File: src/rtl/aclk_pkg.sv
// Shared types and defaults for the aclk timebase generator.
// Holds the fast_mode encoding and default stage moduli.
package aclk_pkg;

  localparam int ACLK_CLK_PER_SEC_DEF  = 256;
  localparam int ACLK_SEC_PER_MIN_DEF  = 60;
  localparam int ACLK_MIN_PER_HOUR_DEF = 60;

  typedef enum logic [1:0] {
    FM_NORMAL    = 2'b00,
    FM_FAST_MIN  = 2'b01,
    FM_FAST_HOUR = 2'b10
  } fast_mode_e;

endpackage

File: src/rtl/aclk_mod_counter.sv
// Modulo-N counter stage with synchronous clear and increment.
// terminal flags value == MODULUS-1, independent of inc.
module aclk_mod_counter #(
  parameter  int MODULUS = 2,
  localparam int W       = $clog2(MODULUS)
) (
  input  logic         clk,
  input  logic         reset,
  input  logic         clr,
  input  logic         inc,
  output logic [W-1:0] value,
  output logic         terminal
);

  localparam logic [W-1:0] LAST = W'(MODULUS - 1);

  logic [W-1:0] value_q;
  logic [W-1:0] value_d;

  assign terminal = (value_q == LAST);
  assign value    = value_q;

  always_comb begin
    value_d = value_q;
    if (clr) begin
      value_d = '0;
    end else if (inc) begin
      value_d = terminal ? '0 : value_q + W'(1);
    end
  end

  always_ff @(posedge clk or posedge reset) begin
    if (reset) begin
      value_q <= '0;
    end else begin
      value_q <= value_d;
    end
  end

endmodule

File: src/rtl/aclk_timebase_gen.sv
// Second/minute/hour tick generator with fast test modes.
// Hour stage and one_hour built only when ACLK_HOUR_TICK_EN is defined.
module aclk_timebase_gen
  import aclk_pkg::*;
#(
  parameter int CLK_PER_SEC  = ACLK_CLK_PER_SEC_DEF,
  parameter int SEC_PER_MIN  = ACLK_SEC_PER_MIN_DEF,
  parameter int MIN_PER_HOUR = ACLK_MIN_PER_HOUR_DEF
) (
  input  logic                            clk,
  input  logic                            reset,
  input  logic                            reset_count,
  input  logic                            enable,
  input  logic [1:0]                      fast_mode,
  output logic                            one_second,
  output logic                            one_minute,
  output logic                            one_hour,
  output logic [$clog2(SEC_PER_MIN)-1:0]  sec_cnt,
  output logic [$clog2(MIN_PER_HOUR)-1:0] min_cnt
);

  localparam int PW = $clog2(CLK_PER_SEC);

  logic [PW-1:0] pre_val;
  logic          pre_term;
  logic          sec_term;
  logic          md_min;
  logic          md_hour;
  logic          normal;
  logic          ste;
  logic          sec_inc;
  logic          min_evt;
  logic          min_inc;
  logic          one_second_q, one_second_d;
  logic          one_minute_q, one_minute_d;

  always_comb begin
    md_min  = 1'b0;
    md_hour = 1'b0;
    unique case (fast_mode)
      FM_FAST_MIN:  md_min = 1'b1;
`ifdef ACLK_HOUR_TICK_EN
      FM_FAST_HOUR: md_hour = 1'b1;
`else
      FM_FAST_HOUR: md_min = 1'b1;
`endif
      default: ;
    endcase
  end

  assign normal  = ~md_min & ~md_hour;
  assign ste     = enable & pre_term;
  assign sec_inc = ste & normal;
  assign min_evt = ste & (sec_term | ~normal);
  assign min_inc = min_evt & ~md_hour;

  aclk_mod_counter #(.MODULUS(CLK_PER_SEC)) u_pre (
    .clk      (clk),
    .reset    (reset),
    .clr      (reset_count),
    .inc      (enable),
    .value    (pre_val),
    .terminal (pre_term)
  );

  aclk_mod_counter #(.MODULUS(SEC_PER_MIN)) u_sec (
    .clk      (clk),
    .reset    (reset),
    .clr      (reset_count),
    .inc      (sec_inc),
    .value    (sec_cnt),
    .terminal (sec_term)
  );

`ifdef ACLK_HOUR_TICK_EN
  logic min_term;
  logic hour_evt;
  logic one_hour_q, one_hour_d;

  assign hour_evt   = md_hour ? ste : (min_evt & min_term);
  assign one_hour_d = hour_evt & ~reset_count;
  assign one_hour   = one_hour_q;

  always_ff @(posedge clk or posedge reset) begin
    if (reset) begin
      one_hour_q <= 1'b0;
    end else begin
      one_hour_q <= one_hour_d;
    end
  end
`else
  logic min_term_unused;
  logic min_term;

  assign min_term = min_term_unused;
  assign one_hour = 1'b0;
`endif

  aclk_mod_counter #(.MODULUS(MIN_PER_HOUR)) u_min (
    .clk      (clk),
    .reset    (reset),
    .clr      (reset_count),
    .inc      (min_inc),
    .value    (min_cnt),
`ifdef ACLK_HOUR_TICK_EN
    .terminal (min_term)
`else
    .terminal (min_term_unused)
`endif
  );

  assign one_second_d = ste & ~reset_count;
  assign one_minute_d = min_evt & ~reset_count;
  assign one_second   = one_second_q;
  assign one_minute   = one_minute_q;

  always_ff @(posedge clk or posedge reset) begin
    if (reset) begin
      one_second_q <= 1'b0;
      one_minute_q <= 1'b0;
    end else begin
      one_second_q <= one_second_d;
      one_minute_q <= one_minute_d;
    end
  end

endmodule

File: config.mk
export PLATFORM = sky130hd
export DESIGN_NAME = aclk_timebase_gen
export DESIGN_NICKNAME = d
export VERILOG_FILES = /design/src/rtl/aclk_pkg.sv /design/src/rtl/aclk_mod_counter.sv /design/src/rtl/aclk_timebase_gen.sv
export SDC_FILE = /design/constraint.sdc
export NUM_CORES = 1
export LEC_CHECK = 0
export ABC_AREA = 0
export CAP_MARGIN = 20
export CORE_ASPECT_RATIO = 0.7
export CORE_MARGIN = 2
export CORE_UTILIZATION = 47
export DETAILED_ROUTE_END_ITERATION = 7
export GPL_ROUTABILITY_DRIVEN = 0
export PLACE_DENSITY = 0.75
export SLEW_MARGIN = 30
export SYNTH_ARGS = -nofsm -noshare
export SYNTH_HDL_FRONTEND = slang
export SYNTH_HIERARCHICAL = 1
export SYNTH_SLANG_ARGS = --single-unit
File: constraint.sdc
create_clock -name clk -period 2 [get_ports clk]
set_input_delay 0.4 -clock clk [delete_from_list [all_inputs] [get_ports clk]]
set_output_delay 0.4 -clock clk [all_outputs]
set_load 0.02 [all_outputs]
==> Word-level counts from Yosys, hierarchy flattened <==
Cells that the tools add are included.
{ "word_totals": {"register_bits": 22, "input_bits": 6, "output_inout_bits": 15, "wordCells": 35} }
{ "classes": {"addsub": 3, "eq_ne": 5, "muxes": 10, "bitwise": 8, "reduce_logical": 4} }
{ "ops": {"columns": ["operator", "count"], "rows": [
  ["$mux 6", 6],
  ["$mux 8", 3],
  ["$add 6x1->6 const B", 2],
  ["$eq 6x6->1 const B", 2],
  ["$add 8x1->8 const B", 1],
  ["$eq 8x8->1 const B", 1],
  ["$reduce_bool 2->1", 3],
  ["$and 1x1->1", 5],
  ["$eq 2x1->1 const B", 1],
  ["$eq 2x2->1 const B", 1],
  ["$not 1->1", 2],
  ["$reduce_or 2->1", 1],
  ["$mux 1", 1],
  ["$or 1x1->1", 1]
]} }

==> Logic depth before layout (Yosys ltp) <==
Gate-level depths: netlist (run 1).
{ "logic_depth": {"ltp_word": 7, "depth_mapped": 9, "depth_no_buf": 8} }

==> Hierarchy <==
The synthesis (run 1) kept the hierarchy.
{ "by_module_without_submodules": {"columns": ["module", "instances", "cells_per_inst", "area_per_inst_um2", "seq_area_each_um2"], "rows": [
  ["aclk_mod_counter (u_min ...)", 2, 38, 350.3, 150.1],
  ["aclk_mod_counter (u_pre)", 1, 46, 437.9, 200.2],
  ["aclk_timebase_gen", 1, 12, 108.9, 50.0]
]} }

==> Worst setup path after synthesis (run 1) <==
No wires, ideal clock.
{ "synth_path": {"kind": "flip-flop to flip-flop", "startpoint": "reg u_sec.value_q[0] (netlist: u_sec/value[0])", "endpoint": "reg u_min.value_q[5] (netlist: u_min/value[5])", "setup_time_ns": 0.076, "arrival_time_ns": 1.949, "required_ns": 1.924, "path_slack_ns": -0.025, "path_stages_with_launch": 10, "n_path_buf": 1, "synth_period_minus_slack_ns": 2.025, "path_cell_list": "dfrtp_1 ha_1 nand2b_1 nor3_2 inv_1 a21oi_1 buf_2 nand3_1 or4_1 o21ai_1"} }
{ "synth_between": {"elab_chain_len": 4} }
{ "synth_rtl": {"columns": ["item", "line", "text"], "rows": [
  ["from (decl)", "aclk_mod_counter.sv:17", "logic [W-1:0] value_q;"],
  ["from (signal assigned)", "aclk_mod_counter.sv:36", "value_q <= value_d;"],
  ["$eq 6x6->1", "aclk_mod_counter.sv:20", "assign terminal = (value_q == LAST);"],
  ["named net sec_term", "aclk_timebase_gen.sv:26", "logic sec_term;"],
  ["$or 1x1->1", "aclk_timebase_gen.sv:54", "assign min_evt = ste & (sec_term | ~normal);"],
  ["$and 1x1->1", "aclk_timebase_gen.sv:54", null],
  ["named net min_evt", "aclk_timebase_gen.sv:32", "logic min_evt;"],
  ["$reduce_bool 2->1 (no line)", null, null],
  ["to (signal assigned)", "aclk_mod_counter.sv:36", null],
  ["to (decl)", "aclk_mod_counter.sv:17", null]
]} }
The timed path passes the listed nets, and every way through them passes these cells.
A chain may end at the register's enable or synchronous reset.

==> Final worst setup path (run 1) <==
{ "layout_path": {"startpoint": "reg u_pre.value_q[0] (netlist: u_pre/value[0])", "endpoint": "reg u_min.value_q[5] (netlist: u_min/value[5])"} }
{ "layout_between": {"elab_chain_len": 4} }
{ "layout_rtl": {"columns": ["item", "line", "text"], "rows": [
  ["from (decl)", "aclk_mod_counter.sv:17", null],
  ["from (signal assigned)", "aclk_mod_counter.sv:36", null],
  ["$eq 8x8->1", "aclk_mod_counter.sv:20", null],
  ["named net pre_term", "aclk_timebase_gen.sv:25", "logic pre_term;"],
  ["$and 1x1->1", "aclk_timebase_gen.sv:52", "assign ste = enable & pre_term;"],
  ["$and 1x1->1", "aclk_timebase_gen.sv:54", null],
  ["named net min_evt", "aclk_timebase_gen.sv:32", null],
  ["$reduce_bool 2->1 (no line)", null, null]
]} }
The timed path passes the listed nets, and every way through them passes these cells.

==> reports/results.tsv, run 1 <==
stage	metric	value	unit
power_and_ir_drop	power_density	558	nW/um2
die	start_util	0.500	
synth	seq_area_frac_synth	0.441	
synth	syn_nets	143	
die	core	2500	um2
timing	max_clock_freq	0.538	GHz
timing	setup_viol	0	
power_and_ir_drop	vdd_ir_drop_max	0.427	mV
clock_tree	clock-sinks	22	
critical_path	crit_path_max_fanout	6	
clock_tree	cts_tree	yes	
critical_path	arrival	2.05	ns
run	cap_viol_max_count	0	
layout	antennaDiodeCount	0	
detailed_routing	dr.pass1.iters	4	
grt	antenna_found_initial	0	
clock_tree	clk_latency	0.26	ns
power_and_ir_drop	power.leakage	0.694	nW
synth	yosysTopAreaCell	dfrtp_1	
clock_tree	clockBufferDepth	2	
synth	synth_area_leaders	dfrtp_1 (44%), nand2_1 (4.5%), nor2_1 (3.6%), ha_1 (3.0%), nand2b_1 (3.0%)	
critical_path	crit_type	reg2reg	
synth	synth_edf_count	0	
critical_path	cp.required	2.19	ns
grt	overflow	0	
critical_path	crit_slowest_cell	or4_1	
clock_tree	clk_pin_slew_worst_paths	0.08	ns
grt	grtUsageTotal	0.207	
grt	grt_pass1_wl	4700	um
grt	grt_pass1_vias	1003	
detailed_routing	wl_per_cell	14.0	um
critical_path	crit_family	simple AND/OR/NAND/NOR gates	
outcome	outcome	complete, no violations	
synth	ys_seq_elements	22	
die	die_y	47.1	um
critical_path	path_buf_inv	1	
min_path	worstHoldPathType	in2async	
detailed_routing	drc	0	
synth	syn_area	1250	um2
critical_path	startpoint	u_pre/value[0]$_DFFE_PP0P_	
synth	netlist_top_cells_count	dfrtp_1 (22), nand2_1 (15), nor2_1 (12)	
critical_path	path_common_cell	nand2_1	
clock_tree	cts_buffers	3	
timing	period_minus_slack	1.86	ns
synth	syn-mean-instance-area	9.31	um2
timing	final.setup.tns	0	ns
layout	drive_gt1_frac	0.208	
timing	clock_skew	0.00284	ns
timing	rsz0062_at_grt	false	
detailed_routing	drt_iter0_drc	76	
critical_path	crit_path_start_kind	register	
die	dieArea	3090	um2
critical_path	r2r_end	u_min/value[5]$_DFFE_PP0P_	
layout	nNetsFinal	178	
power_and_ir_drop	p_clk_frac	0.437	
critical_path	cp-endpoint	u_min/value[5]$_DFFE_PP0P_	
clock_tree	htreeDepth	1	
die	ios	21	
critical_path	path_cells	ha_1, nand2_1, nor3_4, nand2_1, a21oi_2, buf_4, nand3_1, or4_1, o21ai_1	
grt	grt_start_max_net_pins	19	
die	die_w	65.6	um
synth	yosysUniqueCellTypes	36	
detailed_routing	routed_wirelength	2840	um
detailed_routing	vias	1103	
critical_path	critPathCaptureType	register	
power_and_ir_drop	comb_power_share	0.078	
critical_path	ff2ff_path_depth	9	
synth	synth_flop_cell	dfrtp_1	
clock_tree	cts_setup_buffers	0	
critical_path	timing.rr.start	u_pre/value[0]$_DFFE_PP0P_	
clock_tree	clockRootBuffer	clkbuf_8	
detailed_routing	ant_nets	0	
synth	async_flop_share	1.00	
synth	synth_top_cell_area_share	0.441	
power_and_ir_drop	p_switching	0.000188	W
synth	synth.most_common_cell	dfrtp_1	
power_and_ir_drop	intPower	0.000747	W
placed_design	portBuffers	19	
critical_path	slowest_delay	0.40	ns
power_and_ir_drop	power.share.sequential	0.485	
die	rows	15	
timing	final-max-slew-violation-count	0	
synth	yosysWarnings	6	
detailed_routing	via_per_inst	5.46	
critical_path	reg2reg_slack	0.14	ns
timing	holdWs	0.380	ns
placed_design	hpwl	2150	um
synth	netlist_instances	134	
layout	area_growth	34.4	%
timing	finalHoldViolations	0	
critical_path	path_depth	9	
timing	fin_crit_sh	0.929	
power_and_ir_drop	p_sw_frac	0.201	
==> routing by layer <==
layer | part of all wire | wire (um) | global-route usage
met1 | 0.51 | 1450 | 0.292
met2 | 0.45 | 1270 | 0.329
met3 | 0.039 | 110 | 0.0576
met4 | 0 | 0 | 0.0375
met5 | 0 | 0 | 0
==> worst register-to-register path: stages, from the launching register on <==
cell	delay (ns)
dfrtp_1	0.36
ha_1	0.23
nand2_1	0.11
nor3_4	0.15
nand2_1	0.11
a21oi_2	0.12
buf_4	0.15
nand3_1	0.09
or4_1	0.40
o21ai_1	0.08
==> registers in the layout, indices dropped and copies added (netlist names) <==
register	flops
u_pre/value	8
u_min/value	6
u_sec/value	6
one_minute	1
one_second	1
==> cells by family after synthesis <==
group,count (synthesis),share of synthesized area
simple gates,57,0.251
compound gates,28,0.166
flops,22,0.441
buf+inv,16,0.0572
xor+xnor,4,0.0281
fa+ha+maj,3,0.0301
mux,3,0.0241
other cells,1,0.00301
==> layout by cell type, fill, tap and decap left out, types with 2 or more instances in the layout <==
cell type and count:
nand3_1 5, nand2_1 15, o21ai_0 2, a41oi_1 2, o31ai_1 3, o21ai_1 2, nand2b_1 5, buf_4 18
and2_1 2, a21oi_1 6, clkbuf_8 3, ha_1 2, o22ai_1 5, nand4b_1 2, xor2_1 3, dfrtp_1 20
or2b_1 2, mux2i_1 3, dfrtp_2 2, o2111ai_1 2, nor2_1 12, nand3_2 2, nor3_2 2, clkdlybuf4s50_1 19
a311oi_1 2, or4_1 2, or3_1 3, inv_1 9
==> power groups by stage <==
stage / registers (W) / logic, W / clock network [W]
finish: 0.000454 / 0.0000729 / 0.000409
global route: 0.000454 / 0.0000812 / 0.000434
CTS: 0.000453 / 0.0000721 / 0.000421
detailed placement: 0.000462 / 0.0000719 / 0
global placement: 0.000462 / 0.0000685 / 0
floorplan: 0.000464 / 0.0000384 / 0
==> final cells by class <==
class	instances	area, um2
Fill cell	198	820
Multi-Input combinational cell	96	651
Sequential cell	22	553
Timing Repair Buffer	37	325
Tap cell	34	42.5
Clock buffer	3	41.3
Inverter	9	33.8
Clock inverter	1	30.0
==> through the flow <==
step	util	power (W)	std cells	instance area, um2	setup WS [ns]
floorplan	-	0.000503	134	1250	0.0670
global placement	0.633	0.000530	198	1580	0.0812
global route	0.672	0.000970	202	1680	0.00480
CTS	0.662	0.000946	202	1650	0.0217
detailed placement	0.633	0.000534	198	1580	0.00142
finish	0.672	0.000935	202	1680	0.141
==> repair_timing <==
action | 4_1_cts | 5_1_grt
resized for setup | 0 | 5
setup endpoints to repair | 0 | 4
hold buffers | 0 | 0
==> how the worst min path moves through the flow <==
stage	from	endpoint	slack (ns)
after floorplan	reset	one_minute$_DFF_PP0_	0.14
after global placement	u_pre/value[7]$_DFFE_PP0P_	u_pre/value[7]$_DFFE_PP0P_	0.56
after detailed placement	u_pre/value[6]$_DFFE_PP0P_	u_pre/value[6]$_DFFE_PP0P_	0.57
after CTS	reset	one_minute$_DFF_PP0_	0.37
after global routing	reset	one_second$_DFF_PP0_	0.40
final	reset	one_second$_DFF_PP0_	0.38
No activity file was read; power rests on OpenSTA's default activity.
==> inputs of run 2 (changes only) <==
--- a/config.mk
+++ b/config.mk
@@ -7,11 +7,11 @@
 export LEC_CHECK = 0
 export ABC_AREA = 0
 export CAP_MARGIN = 20
-export CORE_ASPECT_RATIO = 0.7
 export CORE_MARGIN = 2
 export CORE_UTILIZATION = 47
 export DETAILED_ROUTE_END_ITERATION = 7
 export GPL_ROUTABILITY_DRIVEN = 0
+export HOLD_SLACK_MARGIN = 0.02
 export PLACE_DENSITY = 0.75
 export SLEW_MARGIN = 30
 export SYNTH_ARGS = -nofsm -noshare
==> run 2 against run 1 <==
Against the previous run:
- core utilization fell by 1.8 points
- highest routed layer is now met4
- register-to-register slack about the same
- critical path type is now reg2out
- routed wire length is 5.6% lower
- via count increased by 1.9%
==> reports/results.tsv, run 2 (synthesized netlist as in run 1, its figures left out) <==
stage	metric	value	unit	change
outcome	outcome	complete, no violations		
min_path	worstHoldPathType	in2async		
clock_tree	clk_pin_slew_worst_paths	0.12	ns	+0.04 ns
clock_tree	clockRootBuffer	clkbuf_4		
layout	final_util	0.654		-0.0175
grt	grtUsageTotal	0.187		-0.0199
power_and_ir_drop	comb_power_share	0.100		+0.022
critical_path	timing.rr.start	u_sec/value[0]$_DFFE_PP0P_		
critical_path	cp.required	1.60	ns	-0.59 ns
grt	grt_pass1_wl	4660	um	-0.72%
clock_tree	clock-sinks	22		unchanged
layout	fill_cells	209		+5.6%
grt	grt_pass1_vias	1122		+12%
clock_tree	clk_latency	0.30	ns	+0.04 ns
run	cap_viol_max_count	0		unchanged
layout	area_growth	31.1	%	
die	core	2500	um2	+0.15%
power_and_ir_drop	vdd_ir_drop_max	0.297	mV	-31%
layout	drive_gt1_frac	0.203		-0.00484
layout	antennaDiodeCount	0		unchanged
detailed_routing	drt_iter0_drc	30		-61%
clock_tree	cts_hold_buf	0		unchanged
placed_design	dp_slack	0.0169	ns	+0.0155 ns
critical_path	slowest_delay	0.66	ns	+0.26 ns
layout	nNetsFinal	182		+2.2%
detailed_routing	drc	0		unchanged
placed_design	portBuffers	19		unchanged
grt	grt_start_max_net_pins	13		-6
detailed_routing	via_per_inst	5.56		+1.9%
power_and_ir_drop	intPower	0.000559	W	-25%
timing	setup_viol	0		unchanged
detailed_routing	dr.pass1.iters	4		unchanged
die	die_y	55.5	um	+18%
grt	overflow	0		unchanged
timing	period_minus_slack	1.87	ns	+0.0123 ns
critical_path	crit_path_start_kind	register		
layout	final_cells	202		unchanged
detailed_routing	ant_nets	0		unchanged
detailed_routing	routed_wirelength	2680	um	-5.6%
die	die_w	55.5	um	-15%
detailed_routing	wl_per_cell	13.3	um	-5.6%
clock_tree	post_cts_resized	0		unchanged
power_and_ir_drop	p_switching	0.000173	W	-8.2%
power_and_ir_drop	p_clk_frac	0.281		-0.156
clock_tree	cts_tree	yes		
die	dieArea	3080	um2	-0.21%
critical_path	path_cells	clkdlybuf4s50_1		
die	start_util	0.499		-0.000750
power_and_ir_drop	finalPower	0.000732	W	-22%
critical_path	crit_slowest_cell	clkdlybuf4s50_1		
critical_path	reg2reg_slack	0.14	ns	about the same
die	ios	21		unchanged
clock_tree	cts_setup_buffers	0		unchanged
clock_tree	clockBufferDepth	2		unchanged
layout	final_common_cell	buf_4		
layout	finish.instance_area	1640	um2	-2.5%
timing	max_clock_freq	0.534	GHz	-0.66%
critical_path	path_buf_inv	1		unchanged
grt	antenna_found_initial	0		unchanged
clock_tree	cts_buffers	3		unchanged
timing	clock_skew	0.0106	ns	+0.00773 ns
critical_path	arrival	1.47	ns	-0.58 ns
power_and_ir_drop	power.share.sequential	0.620		+0.135
timing	finalWorstSetupSlack	0.129	ns	-0.0123 ns
timing	final-max-slew-violation-count	0		unchanged
placed_design	hpwl	2140	um	-0.55%
critical_path	crit_path_max_fanout	8		+2
critical_path	crit_family	buffers and inverters		
die	rows	18		+3
critical_path	startpoint	u_min/value[2]$_DFFE_PP0P_		
timing	fin_crit_sh	0.936		+0.00616
layout	final_cell_mix	buf_4 (22), dfrtp_1 (20), clkdlybuf4s50_1 (19)		
power_and_ir_drop	power_density	448	nW/um2	-20%
timing	finalHoldViolations	0		unchanged
critical_path	crit_type	reg2out		
power_and_ir_drop	power.leakage	0.681	nW	-1.9%
clock_tree	htreeDepth	1		unchanged
power_and_ir_drop	p_sw_frac	0.236		+0.0348
placed_design	place_area	1610	um2	+1.6%
layout	largest_reg_flops	8		unchanged
detailed_routing	vias	1124		+1.9%
critical_path	critPathCaptureType	primary output		
placed_design	dp.cells	198		unchanged
[run 2: layout make-up]
| class | instances | area (um2) | area share |
|---|---|---|---|
| tap | 30 | 37.5 | 0.0230 |
| multi-input combinational | 96 | 629 | 0.385 |
| sequential | 22 | 553 | 0.338 |
| inverter | 9 | 33.8 | 0.0207 |
| timing repair buffer | 41 | 355 | 0.217 |
| clock buffer | 4 | 26.3 | 0.0161 |
[run 2: worst paths after layout]
kind,to,depth (start not counted)
min in group clk,u_pre/value[6]$_DFFE_PP0P_,2
max in group asynchronous,u_pre/value[6]$_DFFE_PP0P_,2
worst max register to register,u_min/value[4]$_DFFE_PP0P_,9
worst min register to register,u_pre/value[6]$_DFFE_PP0P_,2
worst min-delay path,one_minute$_DFF_PP0_,2
worst max-delay path,min_cnt[2],1
[run 2: power by group through the flow]
stage,Clock [W],Combinational (W),Sequential (W)
floorplan,0,0.0000384,0.000464
global placement,0,0.0000705,0.000462
detailed placement,0,0.0000730,0.000462
CTS,0.000214,0.0000734,0.000454
global route,0.000237,0.0000828,0.000455
finish,0.000206,0.0000729,0.000454
[run 2: metal layers]
metal	vias up	track usage	part of all wire
li1	549	-	-
met1	547	0.223	0.44
met2	24	0.340	0.52
met3	4	0.0281	0.028
met4	0	0.0627	0.0071
met5	-	0	0
[run 2: through the flow]
stage | setup TNS (ns) | hold slack, ns
global placement | 0 | 0.553
global route | -0.00105 | 0.335
floorplan | 0 | 0.141
CTS | 0 | 0.327
detailed placement | 0 | 0.561
finish | 0 | 0.325
